$ cat src/rtl/arrow_spawner_if.sv
// Control bundle between the arrow spawner, game-state control and the arrow instance bank.
interface arrow_spawner_if #(
  parameter int NUM_ARROWS = 4
) ();
  logic [10:0]               hcount_in;
  logic [9:0]                vcount_in;
  logic                      start_in;
  logic                      game_over_in;
  logic [NUM_ARROWS-1:0]     is_hit_in;
  logic [NUM_ARROWS-1:0]     valid_out;
  logic [3*NUM_ARROWS-1:0]   speed_out;
  logic [2*NUM_ARROWS-1:0]   direction_out;
  logic [NUM_ARROWS-1:0]     inversed_out;
  logic [NUM_ARROWS-1:0]     next_out;
  logic [2:0]                level_out;
  logic [7:0]                spawn_count_out;

  modport master (
    output hcount_in, vcount_in, start_in, game_over_in, is_hit_in,
    input  valid_out, speed_out, direction_out, inversed_out, next_out,
           level_out, spawn_count_out
  );

  modport slave (
    input  hcount_in, vcount_in, start_in, game_over_in, is_hit_in,
    output valid_out, speed_out, direction_out, inversed_out, next_out,
           level_out, spawn_count_out
  );
endinterface

$ cat src/rtl/arrow_spawner.sv
// Per-frame arrow spawn scheduler: LFSR-driven direction/inverse, level ramp, slot retire with cooldown.
//   state   | meaning
//   S_IDLE  | game not running, all slots cleared, waiting for start_in
//   S_GAP   | counting frames down to the next spawn
//   S_SPAWN | spawn due; place into lowest free slot at the next frame tick, retry while all busy
module arrow_spawner #(
  parameter int          NUM_ARROWS       = 4,
  parameter int          GAP_FRAMES       = 30,
  parameter int          MIN_GAP          = 8,
  parameter int          ARROWS_PER_LEVEL = 8,
  parameter int          BASE_SPEED       = 2,
  parameter logic [15:0] LFSR_SEED        = 16'hACE1
) (
  input  logic          clk,
  input  logic          rst,
  arrow_spawner_if.slave bus
);

  localparam logic [15:0] SEED  = (LFSR_SEED == 16'h0000) ? 16'h0001 : LFSR_SEED;
  localparam logic [7:0]  GAP8  = 8'(GAP_FRAMES);
  localparam logic [7:0]  MIN8  = 8'(MIN_GAP);
  localparam logic [7:0]  APL8  = 8'(ARROWS_PER_LEVEL);
  localparam logic [2:0]  MAX_LEVEL = 3'd5;

  typedef enum logic [1:0] {
    S_IDLE,
    S_GAP,
    S_SPAWN
  } state_t;

  state_t                       state_q, state_d;
  logic [7:0]                   gap_cnt_q, gap_cnt_d;
  logic [15:0]                  lfsr_q, lfsr_d;
  logic [NUM_ARROWS-1:0]        valid_q, valid_d;
  logic [NUM_ARROWS-1:0]        cool_q, cool_d;
  logic [NUM_ARROWS-1:0]        inv_q, inv_d;
  logic [3*NUM_ARROWS-1:0]      speed_q, speed_d;
  logic [2*NUM_ARROWS-1:0]      dir_q, dir_d;
  logic [NUM_ARROWS-1:0][7:0]   age_q, age_d;
  logic [2:0]                   level_q, level_d;
  logic [7:0]                   lvl_cnt_q, lvl_cnt_d;
  logic [7:0]                   spawn_cnt_q, spawn_cnt_d;

  logic                         ft;
  logic [NUM_ARROWS-1:0]        hit;
  logic [NUM_ARROWS-1:0]        free;
  logic                         found;
  int                           sel;
  logic [2:0]                   level_nxt;
  logic [3:0]                   spd_sum;
  logic [2:0]                   spawn_spd;
  logic [NUM_ARROWS-1:0]        next_v;
  logic [7:0]                   best_age;
  logic                         any_active;

  function automatic logic [7:0] gap_of(input logic [2:0] lvl);
    logic [7:0] dec;
    logic [7:0] g;
    dec = {3'b000, lvl, 2'b00};
    g   = (dec >= GAP8) ? 8'd0 : (GAP8 - dec);
    return (g < MIN8) ? MIN8 : g;
  endfunction

  assign ft        = (bus.hcount_in == 11'd0) && (bus.vcount_in == 10'd0);
  assign hit       = bus.is_hit_in & valid_q;
  // A slot in cooldown stays unavailable until the frame tick after its retire.
  assign free      = ~valid_q & ~cool_q;
  assign spd_sum   = 4'(BASE_SPEED) + {1'b0, level_q};
  assign spawn_spd = (spd_sum > 4'd7) ? 3'd7 : spd_sum[2:0];

  always_comb begin
    state_d     = state_q;
    gap_cnt_d   = gap_cnt_q;
    lfsr_d      = lfsr_q;
    valid_d     = valid_q & ~hit;
    cool_d      = ft ? hit : (cool_q | hit);
    inv_d       = inv_q;
    speed_d     = speed_q;
    dir_d       = dir_q;
    age_d       = age_q;
    level_d     = level_q;
    lvl_cnt_d   = lvl_cnt_q;
    spawn_cnt_d = spawn_cnt_q;
    level_nxt   = level_q;
    found       = 1'b0;
    sel         = 0;

    if (ft) begin
      lfsr_d = {1'b0, lfsr_q[15:1]} ^ (lfsr_q[0] ? 16'hB400 : 16'h0000);
      for (int i = 0; i < NUM_ARROWS; i++) begin
        if (valid_q[i] && (age_q[i] != 8'hFF)) age_d[i] = age_q[i] + 8'd1;
      end
    end

    for (int i = NUM_ARROWS - 1; i >= 0; i--) begin
      if (free[i]) begin
        found = 1'b1;
        sel   = i;
      end
    end

    case (state_q)
      S_IDLE: begin
        if (bus.start_in) begin
          state_d   = S_GAP;
          gap_cnt_d = gap_of(level_q);
        end
      end
      S_GAP: begin
        // Terminal count at 2 so the spawn lands exactly 'gap' frames after the previous one.
        if (ft) begin
          gap_cnt_d = gap_cnt_q - 8'd1;
          if (gap_cnt_q <= 8'd2) state_d = S_SPAWN;
        end
      end
      S_SPAWN: begin
        if (ft && found) begin
          valid_d[sel]         = 1'b1;
          speed_d[3*sel +: 3]  = spawn_spd;
          dir_d[2*sel +: 2]    = lfsr_q[1:0];
          inv_d[sel]           = lfsr_q[2] & (level_q >= 3'd2);
          age_d[sel]           = 8'd0;
          spawn_cnt_d          = spawn_cnt_q + 8'd1;
          if (lvl_cnt_q + 8'd1 == APL8) begin
            lvl_cnt_d = 8'd0;
            if (level_q != MAX_LEVEL) level_nxt = level_q + 3'd1;
          end else begin
            lvl_cnt_d = lvl_cnt_q + 8'd1;
          end
          level_d   = level_nxt;
          gap_cnt_d = gap_of(level_nxt);
          state_d   = S_GAP;
        end
      end
      default: state_d = S_IDLE;
    endcase

    if (bus.game_over_in) begin
      state_d     = S_IDLE;
      gap_cnt_d   = 8'd0;
      valid_d     = '0;
      cool_d      = '0;
      inv_d       = '0;
      speed_d     = '0;
      dir_d       = '0;
      age_d       = '0;
      level_d     = 3'd0;
      lvl_cnt_d   = 8'd0;
      spawn_cnt_d = 8'd0;
    end
  end

  always_ff @(posedge clk) begin
    if (rst) begin
      state_q     <= S_IDLE;
      gap_cnt_q   <= 8'd0;
      lfsr_q      <= SEED;
      valid_q     <= '0;
      cool_q      <= '0;
      inv_q       <= '0;
      speed_q     <= '0;
      dir_q       <= '0;
      age_q       <= '0;
      level_q     <= 3'd0;
      lvl_cnt_q   <= 8'd0;
      spawn_cnt_q <= 8'd0;
    end else begin
      state_q     <= state_d;
      gap_cnt_q   <= gap_cnt_d;
      lfsr_q      <= lfsr_d;
      valid_q     <= valid_d;
      cool_q      <= cool_d;
      inv_q       <= inv_d;
      speed_q     <= speed_d;
      dir_q       <= dir_d;
      age_q       <= age_d;
      level_q     <= level_d;
      lvl_cnt_q   <= lvl_cnt_d;
      spawn_cnt_q <= spawn_cnt_d;
    end
  end

  // Oldest active slot; strict compare keeps ties on the lowest index.
  always_comb begin
    next_v     = '0;
    best_age   = 8'd0;
    any_active = 1'b0;
    for (int i = 0; i < NUM_ARROWS; i++) begin
      if (valid_q[i] && (!any_active || (age_q[i] > best_age))) begin
        any_active = 1'b1;
        best_age   = age_q[i];
        next_v     = '0;
        next_v[i]  = 1'b1;
      end
    end
  end

  assign bus.valid_out       = valid_q;
  assign bus.speed_out       = speed_q;
  assign bus.direction_out   = dir_q;
  assign bus.inversed_out    = inv_q;
  assign bus.next_out        = next_v;
  assign bus.level_out       = level_q;
  assign bus.spawn_count_out = spawn_cnt_q;

endmodule

$ cat src/flat_wrapper.sv
// flat-port wrapper written by rule: the top's interface ports become plain ports
module arrow_spawner_flat 
#(
  parameter int          NUM_ARROWS       = 4,
  parameter int          GAP_FRAMES       = 30,
  parameter int          MIN_GAP          = 8,
  parameter int          ARROWS_PER_LEVEL = 8,
  parameter int          BASE_SPEED       = 2,
  parameter logic [15:0] LFSR_SEED        = 16'hACE1
)
  (clk, rst, bus_hcount_in, bus_vcount_in, bus_start_in, bus_game_over_in, bus_is_hit_in, bus_valid_out, bus_speed_out, bus_direction_out, bus_inversed_out, bus_next_out, bus_level_out, bus_spawn_count_out);
  arrow_spawner_if #(.NUM_ARROWS(NUM_ARROWS)) bus_i ();
  input  logic clk;
  input  logic rst;
  input wire logic [$bits(bus_i.hcount_in)-1:0] bus_hcount_in;
  input wire logic [$bits(bus_i.vcount_in)-1:0] bus_vcount_in;
  input wire logic [$bits(bus_i.start_in)-1:0] bus_start_in;
  input wire logic [$bits(bus_i.game_over_in)-1:0] bus_game_over_in;
  input wire logic [$bits(bus_i.is_hit_in)-1:0] bus_is_hit_in;
  output wire logic [$bits(bus_i.valid_out)-1:0] bus_valid_out;
  output wire logic [$bits(bus_i.speed_out)-1:0] bus_speed_out;
  output wire logic [$bits(bus_i.direction_out)-1:0] bus_direction_out;
  output wire logic [$bits(bus_i.inversed_out)-1:0] bus_inversed_out;
  output wire logic [$bits(bus_i.next_out)-1:0] bus_next_out;
  output wire logic [$bits(bus_i.level_out)-1:0] bus_level_out;
  output wire logic [$bits(bus_i.spawn_count_out)-1:0] bus_spawn_count_out;
  assign bus_i.hcount_in = bus_hcount_in;
  assign bus_i.vcount_in = bus_vcount_in;
  assign bus_i.start_in = bus_start_in;
  assign bus_i.game_over_in = bus_game_over_in;
  assign bus_i.is_hit_in = bus_is_hit_in;
  assign bus_valid_out = bus_i.valid_out;
  assign bus_speed_out = bus_i.speed_out;
  assign bus_direction_out = bus_i.direction_out;
  assign bus_inversed_out = bus_i.inversed_out;
  assign bus_next_out = bus_i.next_out;
  assign bus_level_out = bus_i.level_out;
  assign bus_spawn_count_out = bus_i.spawn_count_out;
  arrow_spawner #(.NUM_ARROWS(NUM_ARROWS), .GAP_FRAMES(GAP_FRAMES), .MIN_GAP(MIN_GAP), .ARROWS_PER_LEVEL(ARROWS_PER_LEVEL), .BASE_SPEED(BASE_SPEED), .LFSR_SEED(LFSR_SEED)) u_core (.clk(clk), .rst(rst), .bus(bus_i));
endmodule
$ cat config.mk
export PLATFORM = sky130hd
export DESIGN_NAME = arrow_spawner_flat
export DESIGN_NICKNAME = d
export VERILOG_FILES = /design/src/rtl/arrow_spawner_if.sv /design/src/rtl/arrow_spawner.sv /design/src/flat_wrapper.sv
export SDC_FILE = /design/constraint.sdc
export NUM_CORES = 1
export LEC_CHECK = 0
export BUFFER_PORTS_ARGS = -buffer_cell sky130_fd_sc_hd__buf_4
export CORE_UTILIZATION = 45
export DETAILED_ROUTE_END_ITERATION = 8
export PLACE_DENSITY = 0.65
export SLEW_MARGIN = 25
export SYNTH_ARGS = -nofsm -noshare
export SYNTH_HDL_FRONTEND = slang
export SYNTH_SLANG_ARGS = --single-unit
$ cat constraint.sdc
create_clock -name clk -period 7.87 [get_ports clk]
set_clock_uncertainty 0.05 [all_clocks]
set_input_delay 1.1805 -clock clk [delete_from_list [all_inputs] [get_ports clk]]
set_output_delay 1.1805 -clock clk [all_outputs]
set_load 0.01 [all_outputs]
== Yosys cells after proc, flatten, opt, wreduce, memory -nomap -nowiden ==
Index checks and enable logic that the tools add are counted.
W data, S select, Z words.
Storage, ports and cells
  register bits after elaboration: 109
  input port bits: 29
  output and inout port bits: 43
Operators by class
  add/subtract/negate cells: 13
  $mul: 1
  order comparisons: 10
  equal/unequal tests: 12
  shift-type cells: 4
  mux-type cells: 53
  bitwise gates (word level): 12
  reductions and logical operators: 24
Operators by type and width (number)
  $mux W8: 14
  $mux W32: 3
  $add A8 B1 Y8 const B: 6
  $neg A3 Y33: 1
  $neg A32 Y33: 1
  $shift A2 B33 Y8 const A: 1
  $shift A3 B33 Y12 const A: 1
  $shiftx A2 B33 Y8: 1
  $shiftx A3 B33 Y12: 1
  $and A32 B32 Y32: 1
  $ne A8 B8 Y1 const B: 4
  $not A32 Y32: 1
  $gt A8 B8 Y1: 3
  $pmux W8 S3: 1
  $mux W2: 9
  $mux W3: 6
  $demux W8 S2: 1
  $lt A8 B4 Y1 const B: 2
  $mux W16: 1
  $mux W4: 4
  $xor A15 B16 Y16: 1
  $and A4 B4 Y4: 3
  $bwmux W12: 1
  $not A4 Y4: 3
  other kinds (33): 59

== Depth between registers and ports, before layout ==
  word-level depth: 14
  gate-level depth with buffers: 25
  depth with buffers taken out: 22

== Worst setup path after synthesis ==
Ideal clock, no wire load.
  kind: register to output
  from: reg u_core.valid_q[0], in the netlist u_core.bus.valid_out[0]
  to: out bus_next_out[0]
  arrival: 5.279 ns
  data required time: 6.639 ns
  setup slack: 1.361 ns
  stages on the path, launching flop included: 24
  buffers on the path: 3
  path through: dfxtp_1 -> clkbuf_1 -> clkbuf_1 -> nand2_1 -> ha_1 -> nor2b_1 -> o211ai_1 -> a21oi_1 -> o41ai_4 -> mux2_2 -> ha_1 -> nor2b_1 -> o21a_1 -> o21ai_0 -> a21oi_1 -> o21a_1 -> clkbuf_1 -> mux2_2 -> ha_1 -> a211oi_1 -> nor2_1 -> nor3_1 -> a21oi_1 -> nor3_1
Between the ends
  word-level cells in the longest chain between the ends: 13
Ends and longest elaborated chain
  start, declared: RTL line arrow_spawner.sv:34  | logic [NUM_ARROWS-1:0] valid_q, valid_d;
  start signal, assigned: RTL line arrow_spawner.sv:171  | valid_q <= valid_d;
  $mux W8 / $mux W1 (equally long branches): RTL line arrow_spawner.sv:189  | if (valid_q[i] && (!any_active || (age_q[i] > best_age))) begin
  $gt A8 B8 Y1 / $logic_not A1 Y1 (equally long branches): RTL line arrow_spawner.sv:189
  $logic_or A1 B1 Y1: RTL line arrow_spawner.sv:189
  $logic_and A1 B1 Y1: RTL line arrow_spawner.sv:189
  $mux W8 / $mux W1 (equally long branches): RTL line arrow_spawner.sv:189
  $gt A8 B8 Y1 / $logic_not A1 Y1 (equally long branches): RTL line arrow_spawner.sv:189
  $logic_or A1 B1 Y1: RTL line arrow_spawner.sv:189
  $logic_and A1 B1 Y1: RTL line arrow_spawner.sv:189
  $mux W8 / $mux W1 (equally long branches): RTL line arrow_spawner.sv:189
  $gt A8 B8 Y1 / $logic_not A1 Y1 (equally long branches): RTL line arrow_spawner.sv:189
  $logic_or A1 B1 Y1: RTL line arrow_spawner.sv:189
  $logic_and A1 B1 Y1: RTL line arrow_spawner.sv:189
  $mux W4 (*): RTL line arrow_spawner.sv:189
  end, declared: RTL line flat_wrapper.sv:24  | output wire logic [$bits(bus_i.next_out)-1:0] bus_next_out;
Mark *: on every way between the ends. The rest lies on a longest branch, timed or not.

== Worst setup path in the final report ==
Ends and elaborated chain as after synthesis.

==> results.yml <==
run_status:
  status: "completed"
grt:
  grtUsageTotal_pct: 21.80
  grt_pass1_wl_um: 24540
  grt_max_degree: 57
  antenna_found_initial: 0
  grt.overflow.total: 0
  first_global_vias: 5110
timing:
  hold_viol: 0
  slew_viol_final: 0
  period_share_pct: 90.81
  setup_violations: 0
  fin_crit_ns: 7.147
  slew_headroom_pct: 39.26
  fmax_ghz: 0.1399
  tightest_slew_ns: 0.9077
  rsz0062_at_grt: "no"
  setup_tns_ns: 0
setup_path:
  critPathBufInv: 1
  cpPeakStageDelay_ns: 0.72
  path_cells: "nand2_1 -> ha_1 -> nor2b_1 -> o211ai_1 -> a21oi_1 -> o41ai_4 -> mux2_2 -> ha_1 -> nor2b_1 -> o21a_1 -> o21ai_0 -> a21oi_1 -> o21a_1 -> mux2_2 -> ha_1 -> nor2b_1 -> o21a_1 -> o21a_1 -> o21bai_1 -> a21oi_1 -> nor3_1 -> buf_4"
  crit_top_cell: "o21a_1"
  worstSetupPathType: "flip-flop to output pin"
  cp.required_ns: 6.64
  crit_fanout: 18
  cpMaxStageDelayCell: "dfxtp_1"
  crit_arrival_ns: 5.92
  setup.worst_path.start_class: "flip-flop"
  end_kind: "output pin"
  cp_top_family: "compound AO/OA/AOI/OAI gates"
routing:
  dr.pass1.iters: 5
  wl_per_cell_um: 15.27
  drc: 0
  vias: 5324
  drt_iter0_drc: 446
  antenna_left: 0
  wl_um: 14580
  vias_per_cell: 5.575
synth:
  synth-main-ff-cell: "dfxtp_1"
  synth.most_common_cell: "dfxtp_1"
  ys_top_cells_by_count: "109 x dfxtp_1, 88 x nand2_1, 85 x nor2_1"
  syn_inst: 723
  ys_types: 61
  postSynthAreaPerCell_um2: 8.302
  async_flop_share_pct: 0
  yosys.area.top_type: "dfxtp_1"
  synth.area.top_cells: "dfxtp_1 36%, ha_1 8.8%, nand2_1 5.5%"
  synth_nets: 794
  ys_seq_elements: 109
  synth-edff-count: 0
  synth_top_cell_area_share_pct: 36.36
  syn_area_um2: 6002
  yosysWarnings: 0
  ys_seq_area_share_pct: 36.36
clocking:
  cts_tree: "yes"
  cts_setup_buffers: 0
  cts.clk_slew.worst_paths_ns: 0.08
  cts_root_buf: "clkbuf_16"
  cts-htree-levels: 3
  clock_latency_ns: 0.36
  holdBufCountCts: 0
  clkSinkCount: 109
  clock_path_buffers: 2
  cts_buffers: 9
  cts_resized: 0
power:
  leakage_nw: 2.552
  vdd_drop_max_uv: 140.0
  power_mw: 1.071
  power_density_nw_per_um2: 153.9
worst_hold_path:
  hold_class: "flip-flop to flip-flop"
floorplanning:
  die_y_um: 117.5
  die_w_um: 117.5
  core-area_um2: 12820
  io_pins: 72
  rows: 41
  die_area_um2: 13800
  start_util_pct: 46.80
placement:
  gp_congestion: 0.8762
  port_buffers: 71
  hpwl_um: 10640
finish:
  num-nets-final: 849
  num_antenna_cells: 0
  final_util_pct: 54.25
  layout-drive-gt1-share_pct: 15.45
  area_growth_pct: 15.93
job:
  maxCapViolations: 0
## cell type report
type | instances | area [um2]
clock buffer | 10 | 229.0
clock inverter | 6 | 82.58
timing repair buffer | 74 | 555.5
fill | 1223 | 5867
inverter | 33 | 123.9
tap | 172 | 215.2
multi-input combinational | 551 | 3570
sequential | 109 | 2182
## state kept, by name (all words and copies together), names as in the netlist
| register | count |
|---|---|
| u_core.lvl_cnt_q | 8 |
| u_core.bus.direction_out | 8 |
| u_core.cool_q | 4 |
| u_core.bus.inversed_out | 4 |
| u_core.gap_cnt_q | 8 |
| u_core.lfsr_q | 16 |
| u_core.bus.level_out | 3 |
| u_core.bus.valid_out | 4 |
| u_core.bus.speed_out | 12 |
| u_core.age_q | 32 |
| u_core.state_q | 2 |
| u_core.bus.spawn_count_out | 8 |
## final timing paths
kind	from	end	slack, ns	cells after the start
hold reg to reg	u_core.bus.speed_out[6]	u_core.bus.speed_out[6]	0.40	2
setup / recovery	u_core.bus.valid_out[0]	bus_next_out[0]	0.72	22
hold / removal	u_core.bus.speed_out[6]	u_core.bus.speed_out[6]	0.40	2
setup reg to reg	u_core.state_q[0]	u_core.bus.speed_out[3]	5.10	7
## placed cells by master (no fill, tap or decap), drive strengths merged, types with 9 or more instances in the layout
cell,count
dfxtp,109
nand2,89
nor2,85
buf,74
a21oi,49
ha,42
inv,35
nand4,34
xor2,22
xnor2,22
nor3,19
or3,18
nand3,15
mux2,15
o21ai,15
nor2b,10
clkbuf,10
mux2i,9
and3,9
nor4,9
## power by group
part           leakage [nW]  internal, mW  switching (mW)  total [mW]
registers             0.879         0.553         0.00203       0.555
logic                  1.53        0.0189          0.0237      0.0426
clock network         0.148         0.254           0.220       0.474
## logic make-up (layout without fill, tap and decap cells)
family          after synthesis  in the layout  share of synthesized area [%]
simple gates                323            323                          26.91
compound gates              118            118                          12.99
flops                       109            109                          36.36
buf+inv                      63            123                          4.253
xor+xnor                     44             44                          6.421
fa+ha+maj                    42             42                          8.755
mux                          24             24                          4.315
## metal layers
layer | vias up | part of all wire, % | track usage (%)
met5 | - | 0 | 0
met4 | 0 | 1.2 | 6.811
met3 | 12 | 4.8 | 5.426
met2 | 123 | 48 | 35.54
met1 | 2533 | 46 | 28.25
li1 | 2656 | - | -
## metrics by stage
stage | hold slack (ns) | cell area (um2) | instances | setup WS (ns)
2_1_floorplan | 0.3821 | 6002 | 723 | 1.361
3_3_place_gp | 0.3878 | 6646 | 939 | 1.323
3_5_place_dp | 0.3938 | 6646 | 939 | 1.138
4_1_cts | 0.4053 | 6958 | 955 | 0.7316
5_1_grt | 0.4208 | 6958 | 955 | 0.2282
6_report | 0.4009 | 6958 | 955 | 0.7234
## worst reg2reg max path: cells and delay by family (launching register included)
| family | cells | cell delay [ns] |
|---|---|---|
| AO/OA/AOI/OAI | 1 | 0.14 |
| adder cells (fa/ha/maj) | 1 | 0.40 |
| buffers and inverters | 2 | 0.27 |
| flip-flops | 1 | 0.34 |
| AND/OR/NAND/NOR | 3 | 1.50 |
(Power assumes the default switching activity.)
